### config.mk
export PLATFORM = sky130hd
export DESIGN_NAME = map_updater
export DESIGN_NICKNAME = d
export VERILOG_FILES = /design/src/rtl/map_update_pkg.sv /design/src/rtl/sync_fifo.sv /design/src/rtl/map_updater.sv
export SDC_FILE = /design/constraint.sdc
export NUM_CORES = 1
export LEC_CHECK = 0
export CAP_MARGIN = 20
export CORE_MARGIN = 4
export CORE_UTILIZATION = 52
export DETAILED_ROUTE_END_ITERATION = 8
export GPL_TIMING_DRIVEN = 0
export PLACE_DENSITY = 0.75
export SYNTH_ARGS = -nofsm -noshare
export SYNTH_HDL_FRONTEND = slang
export SYNTH_SLANG_ARGS = --single-unit
### constraint.sdc
create_clock -name clk -period 4.01 [get_ports clk]
set_clock_uncertainty 0.15 [all_clocks]
set_input_delay 0.6015 -clock clk [delete_from_list [all_inputs] [get_ports clk]]
set_output_delay 0.6015 -clock clk [all_outputs]
set_load 0.1 [all_outputs]
### src/rtl/map_update_pkg.sv
// Shared definitions for the tile-map read-modify-write engine.
//   - op codes carried with each request
//   - FSM state encoding used by map_updater
//   - field widths of the queued request record {x, y, op, tile, match}
package map_update_pkg;

  localparam int COORD_W = 4;
  localparam int OP_W    = 2;

  localparam logic [OP_W-1:0] OP_WRITE    = 2'd0;
  localparam logic [OP_W-1:0] OP_CLEAR_IF = 2'd1;
  localparam logic [OP_W-1:0] OP_PROBE    = 2'd2;  // code 3 behaves the same

  typedef enum logic [2:0] {
    ST_IDLE,
    ST_CHECK,
    ST_READ,
    ST_CAPT,
    ST_DECIDE,
    ST_WRITE,
    ST_DONE
  } state_t;

  // Width of one queued request for a given tile-id width.
  function automatic int req_rec_w(input int data_w);
    return 2 * COORD_W + OP_W + 2 * data_w;
  endfunction

endpackage

### src/rtl/sync_fifo.sv
// Small synchronous FIFO with full/empty flags.
//   clk, rst    : clock, synchronous active-high reset (empties the FIFO)
//   push, din   : write request and data; ignored while full
//   pop         : read request; ignored while empty
//   dout        : head entry, valid whenever empty is low
//   full, empty : occupancy flags
// DEPTH must be a power of 2 so the pointers wrap naturally.
module sync_fifo #(
  parameter int WIDTH = 8,
  parameter int DEPTH = 4
) (
  input  logic             clk,
  input  logic             rst,
  input  logic             push,
  input  logic [WIDTH-1:0] din,
  input  logic             pop,
  output logic [WIDTH-1:0] dout,
  output logic             full,
  output logic             empty
);

  localparam int AW = (DEPTH > 1) ? $clog2(DEPTH) : 1;
  localparam logic [AW-1:0] PTR_ONE = 1;
  localparam logic [AW:0]   CNT_ONE = 1;
  localparam logic [AW:0]   CNT_MAX = DEPTH[AW:0];

  logic [WIDTH-1:0] mem [DEPTH];
  logic [AW-1:0]    wr_ptr, rd_ptr;
  logic [AW:0]      count;
  logic             do_push, do_pop;

  assign full    = (count == CNT_MAX);
  assign empty   = (count == '0);
  assign do_push = push && !full;
  assign do_pop  = pop && !empty;
  assign dout    = mem[rd_ptr];

  // Storage has no reset; only the pointers define what is valid.
  always_ff @(posedge clk) begin
    if (do_push) mem[wr_ptr] <= din;
  end

  always_ff @(posedge clk) begin
    if (rst) begin
      wr_ptr <= '0;
      rd_ptr <= '0;
      count  <= '0;
    end else begin
      if (do_push) wr_ptr <= wr_ptr + PTR_ONE;
      if (do_pop)  rd_ptr <= rd_ptr + PTR_ONE;
      case ({do_push, do_pop})
        2'b10:   count <= count + CNT_ONE;
        2'b01:   count <= count - CNT_ONE;
        default: count <= count;
      endcase
    end
  end

endmodule

### src/rtl/map_updater.sv
// Read-modify-write engine for the tile-map BRAM port B.
// Requests from the player are queued, then each one is executed as
// read -> compare -> optional write, ending in a one-cycle done pulse.
//   clk, rst                     : clock, synchronous active-high reset
//   req_valid/req_ready          : request handshake (ready = queue not full)
//   req_x, req_y, req_op         : tile coordinates and operation
//   req_tile, req_match          : write value and compare value
//   bram_req/bram_gnt            : port B arbitration
//   bram_addr/din/we, bram_dout  : port B access; dout is one cycle after
//                                  the address is presented under grant
//   done, done_hit, done_err,
//   done_old                     : completion pulse and status
//   busy                         : queue non-empty or request in flight
module map_updater
  import map_update_pkg::*;
#(
  parameter int MAP_WIDTH  = 16,
  parameter int MAP_HEIGHT = 16,
  parameter int ADDR_W     = 19,
  parameter int DATA_W     = 16,
  parameter int QDEPTH     = 4
) (
  input  logic               clk,
  input  logic               rst,
  input  logic               req_valid,
  output logic               req_ready,
  input  logic [COORD_W-1:0] req_x,
  input  logic [COORD_W-1:0] req_y,
  input  logic [OP_W-1:0]    req_op,
  input  logic [DATA_W-1:0]  req_tile,
  input  logic [DATA_W-1:0]  req_match,
  output logic               bram_req,
  input  logic               bram_gnt,
  output logic [ADDR_W-1:0]  bram_addr,
  output logic [DATA_W-1:0]  bram_din,
  output logic               bram_we,
  input  logic [DATA_W-1:0]  bram_dout,
  output logic               done,
  output logic               done_hit,
  output logic               done_err,
  output logic [DATA_W-1:0]  done_old,
  output logic               busy
);

  localparam int REQ_W = req_rec_w(DATA_W);

  // request queue
  logic [REQ_W-1:0]   fifo_din, fifo_dout;
  logic               fifo_full, fifo_empty, pop;
  logic [COORD_W-1:0] h_x, h_y;
  logic [OP_W-1:0]    h_op;
  logic [DATA_W-1:0]  h_tile, h_match;

  assign fifo_din = {req_x, req_y, req_op, req_tile, req_match};
  assign {h_x, h_y, h_op, h_tile, h_match} = fifo_dout;

  sync_fifo #(.WIDTH(REQ_W), .DEPTH(QDEPTH)) u_fifo (
    .clk   (clk),
    .rst   (rst),
    .push  (req_valid),
    .din   (fifo_din),
    .pop   (pop),
    .dout  (fifo_dout),
    .full  (fifo_full),
    .empty (fifo_empty)
  );

  // working request and FSM state
  state_t             state;
  logic [COORD_W-1:0] w_x, w_y;
  logic [OP_W-1:0]    w_op;
  logic [DATA_W-1:0]  w_tile, w_match, old_q;
  logic               we_q;
  logic               oob, hit;
  logic [ADDR_W-1:0]  addr_calc;

  // DONE also pops, so a queued request starts without an IDLE bubble:
  // back-to-back cost is 6 cycles on a hit and 5 on a miss.
  assign pop = ((state == ST_IDLE) || (state == ST_DONE)) && !fifo_empty;

  assign oob       = (32'(w_x) >= MAP_WIDTH) || (32'(w_y) >= MAP_HEIGHT);
  assign addr_calc = ADDR_W'(w_y) * ADDR_W'(MAP_WIDTH) + ADDR_W'(w_x);
  assign hit       = (w_op == OP_WRITE) || ((w_op == OP_CLEAR_IF) && (old_q == w_match));

  assign req_ready = !fifo_full;
  assign busy      = !fifo_empty || (state != ST_IDLE);
  // Write strobe is gated by the live grant so it can never fire without it.
  assign bram_we   = we_q && bram_gnt;

  always_ff @(posedge clk) begin
    if (rst) begin
      state     <= ST_IDLE;
      w_x       <= '0;
      w_y       <= '0;
      w_op      <= '0;
      w_tile    <= '0;
      w_match   <= '0;
      old_q     <= '0;
      we_q      <= 1'b0;
      bram_req  <= 1'b0;
      bram_addr <= '0;
      bram_din  <= '0;
      done      <= 1'b0;
      done_hit  <= 1'b0;
      done_err  <= 1'b0;
      done_old  <= '0;
    end else begin
      done <= 1'b0;
      if (pop) begin
        w_x     <= h_x;
        w_y     <= h_y;
        w_op    <= h_op;
        w_tile  <= h_tile;
        w_match <= h_match;
      end
      case (state)
        ST_IDLE: if (pop) state <= ST_CHECK;
        ST_CHECK: begin
          if (oob) begin
            state    <= ST_DONE;
            done     <= 1'b1;
            done_hit <= 1'b0;
            done_err <= 1'b1;
            done_old <= '0;
          end else begin
            state     <= ST_READ;
            bram_req  <= 1'b1;
            bram_addr <= addr_calc;
          end
        end
        ST_READ: if (bram_gnt) state <= ST_CAPT;
        // Losing the grant anywhere between read and write restarts the
        // read so the decision is never made on data someone else changed.
        ST_CAPT: begin
          if (bram_gnt) begin
            old_q <= bram_dout;
            state <= ST_DECIDE;
          end else begin
            state <= ST_READ;
          end
        end
        ST_DECIDE: begin
          if (!bram_gnt) begin
            state <= ST_READ;
          end else if (hit) begin
            state    <= ST_WRITE;
            we_q     <= 1'b1;
            bram_din <= w_tile;
          end else begin
            state    <= ST_DONE;
            bram_req <= 1'b0;
            done     <= 1'b1;
            done_hit <= 1'b0;
            done_err <= 1'b0;
            done_old <= old_q;
          end
        end
        ST_WRITE: begin
          if (bram_gnt) begin
            state    <= ST_DONE;
            we_q     <= 1'b0;
            bram_req <= 1'b0;
            done     <= 1'b1;
            done_hit <= 1'b1;
            done_err <= 1'b0;
            done_old <= old_q;
          end
        end
        ST_DONE: state <= pop ? ST_CHECK : ST_IDLE;
        default: state <= ST_IDLE;
      endcase
    end
  end

endmodule

==> key figures <==
Clock tree
  • CTS H-Tree Depth: 1
  • Clock Root Buffer: clkbuf_16
  • Total CTS buffers: 28
  • Setup bufs post-CTS: 0
  • Worst skew pair latency: 0.53 ns
  • Hold buffer count at cts: 0
  • Clock tree buffer depth: 3
  • CTS tree: done
  • Post-CTS Resized: 0
  • Clock slew at reported path FFs: about 0.060 ns
  • Sink Count: 280

Layout
  • Most frequent cells in the layout: edfxtp_1, nand2_1, dfxtp_1, clkdlybuf4s50_1, a21oi_1
  • Seq. cell area: 7287 µm²
  • Fill cell count: 1479
  • Final net count: between 900 and 1000
  • Layout area overhead: 23.19%
  • Share of layout cells above drive strength 1: about an eighth
  • Area of the multi-input gates: 3224 µm²
  • Leading cell type in the layout, fill and taps excluded: edfxtp_1
  • Antenna diodes: 0

Route
  • DR vias: roughly 6300
  • Routed Antenna Nets: 0
  • # DRC: 0
  • Violation count after the first detailed-route iteration: 446
  • DR WL/cell: 17.54 µm
  • Vias per cell: 5.172
  • DRT Pass-1 Iters: 5
  • Total Wirelength: 21.42 mm

Floorplan
  • Starting Density: 53.10%
  • Core area: 20360 µm²
  • Die area: ~23000 µm²
  • IO Count: 120
  • DIE HEIGHT: 152.2 µm
  • FP Rows: 52
  • Die W: approximately 150 µm

Job
  • Max-cap violation count: 0

GRT
  • Vias in the first global route: roughly 6200
  • Antenna violations before repair: 0
  • First-pass GRT wire length: 33.93 mm
  • Gr usage total: 18.13%
  • Total grt overflow: 0
  • Largest net degree at the start of global routing: 33

Power and ir drop
  • Peak supply drop: 0.4199 mV
  • Comb pwr share: 25.5%
  • Seq pwr share: 42.8%
  • Sw frac: 29.97%
  • Psw: 2.546 mW
  • LEAKAGE: 4.390 nW
  • Internal power: around 6 mW
  • Clock share of power: 31.7%
  • Tot Pwr: 8.493 mW
  • Cell Pwr Density: 637.6 nW/µm²

Synthesis
  • Cells after Synth: 778
  • Synthesis Warnings: 0
  • Yosys reg bits: between 200 and 300
  • Netlist Area Pre-Place: 10810 µm²
  • Seq/Total Area, Yosys: 67.38%
  • Netlist cell types: 43
  • Primary FF master, synth: edfxtp_1
  • Syn Area/Cell: 13.90 µm²
  • Asr flop ratio synth: 0%
  • Number of synthesized flops with an enable pin: 168

Timing
  • Final setup fails: 0
  • Min Tclk post-route: about 3.5 ns
  • Slew HR: 33.84%
  • Unrepaired setup endpoints after global routing: false
  • Fin Setup TNS: 0 ns
  • Hold Vio Cnt, Final: 0
  • Slew @ Worst Pin: ~0.99 ns
  • F_max: 0.2836 GHz
  • Slew Limit Fails: 0
  • Fin crit share: 87.92%

Place
  • # port buffers: 106
  • Gpl congestion: 0.7842
  • HPWL Detailed: 14.59 mm

Critical path
  • Worst path max stage delay: 1.15 ns
  • Slowest cell on crit path: clkdlybuf4s50_1
  • Crit Path Class: flip-flop to output port
  • Reg2Reg Setup Slack: 0.80 ns
  • Cell family with most CP delay: buffers and inverters
  • CP Launch Type: flip-flop
  • Worst EP arrival: about 2.8 ns
  • Setup crit end kind: output port
  • WP buf/inv: 2
  • Worst-path fanout max: 10
  • Crit-path cells: clkbuf_1 > nor3_1 > nand2_1 > clkdlybuf4s50_1
  • CP required: 3.26 ns

Outcome
  • Status: complete, no violations

Min path
  • Hold Path Class: flip-flop to flip-flop
==> Yosys cell counts, types with 2 or more instances <==
master / number / share of area, %
a211oi_1: 2 / 0.14
a21oi_1: 73 / 3.4
mux4_2: 42 / 8.7
and3_1: 5 / 0.29
inv_1: 6 / 0.21
buf_2: 11 / 0.51
and2_1: 5 / 0.29
nand2_1: 143 / 5.0
nand2b_1: 61 / 3.5
inv_2: 2 / 0.069
or3_1: 3 / 0.17
o21ai_0: 3 / 0.14
clkbuf_1: 30 / 1.0
buf_4: 12 / 0.83
and3b_1: 2 / 0.16
ha_1: 5 / 0.58
edfxtp_1: 168 / 47
buf_6: 2 / 0.21
or2b_1: 3 / 0.21
nor3_1: 3 / 0.14
dfxtp_1: 112 / 21
mux2i_1: 32 / 3.0
xor2_1: 4 / 0.32
xnor2_1: 18 / 1.5
nor2_1: 11 / 0.38
nand4_1: 3 / 0.17
==> kinds of logic after synthesis <==
family	synth area share [%]
AO/OA/AOI/OAI	4.223
XOR/XNOR	1.782
adder cells (fa/ha/maj)	0.7636
buffers and inverters	3.228
flip-flops	67.38
multiplexers	11.81
other	0.03468
AND/OR/NAND/NOR	10.77
==> metrics by stage <==
stage                     cell area (µm²)  util, %  setup slack, ns  std cells  hold WS (ns)
after floorplan                     10860        -           0.7788        789        0.2822
after global placement              12250    60.17           0.4199       1165        0.2878
after detailed placement            12340    60.59           0.7614       1169        0.2926
after CTS                           13320    65.42           0.5017       1221        0.3055
after global routing                13320    65.42           0.3767       1221        0.3196
final                               13320    65.42           0.4844       1221        0.2997
==> final timing paths <==
| path | cells past startpoint | from | endpoint |
|---|---|---|---|
| min | 2 | w_y[1]$_SDFFE_PP0P_ | bram_addr[5]$_SDFFE_PP0P_ |
| max | 4 | state[0]$_SDFFE_PP0P_ | busy |
| min reg2reg | 2 | w_y[1]$_SDFFE_PP0P_ | bram_addr[5]$_SDFFE_PP0P_ |
| max reg2reg | 12 | state[1]$_SDFFE_PP0P_ | u_fifo.count[2]$_SDFFE_PP0P_ |
==> per-layer routing <==
layer  part of all wire, %  track usage (%)  wire length (µm)  vias up
met1                    44            25.45              9494     3031
li1                      -                -                 -     3068
met5                     0                0                 0        -
met4                   1.6            4.195               336        0
met3                   6.2            2.641              1336       27
met2                    48            30.40             10250      189
==> final cells by class <==
class / instances / share of cell area (%)
multi-input combinational: 443 / 24.20
clock buffer: 41 / 6.387
sequential: 280 / 54.70
timing repair buffer: 110 / 8.566
buffer: 58 / 2.395
inverter: 8 / 0.2254
tap: 270 / 2.536
clock inverter: 11 / 0.9862
==> flip-flops by register name, indices dropped and copies added (netlist names) <==
| signal | cells |
|---|---|
| bram_addr | 8 |
| bram_din | 16 |
| done | 1 |
| old_q | 16 |
| w_tile | 16 |
| u_fifo.rd_ptr | 2 |
| w_x | 4 |
| done_old | 16 |
| bram_req | 1 |
| w_y | 4 |
| w_match | 16 |
| u_fifo.wr_ptr | 2 |
| u_fifo.mem | 168 |
| u_fifo.count | 3 |
| done_hit | 1 |
| we_q | 1 |
| state | 3 |
| w_op | 2 |
==> worst min-delay path: cells and delay by family, from the launching register on <==
| kind | cells | cell delay, ns |
|---|---|---|
| flip-flops | 1 | 0.31 |
| AND/OR/NAND/NOR | 1 | 0.05 |
| AO/OA/AOI/OAI | 1 | 0.05 |
==> power by group through the flow <==
stage / Sequential [mW] / Combinational [mW] / Clock [mW]
global placement: 3.69 / 2.11 / 0
detailed placement: 3.69 / 2.17 / 0
CTS: 3.63 / 2.18 / 2.75
floorplan: 3.73 / 1.52 / 0
global route: 3.67 / 2.37 / 2.88
finish: 3.63 / 2.16 / 2.70
Note: power is estimated with default switching activity, not from simulation.
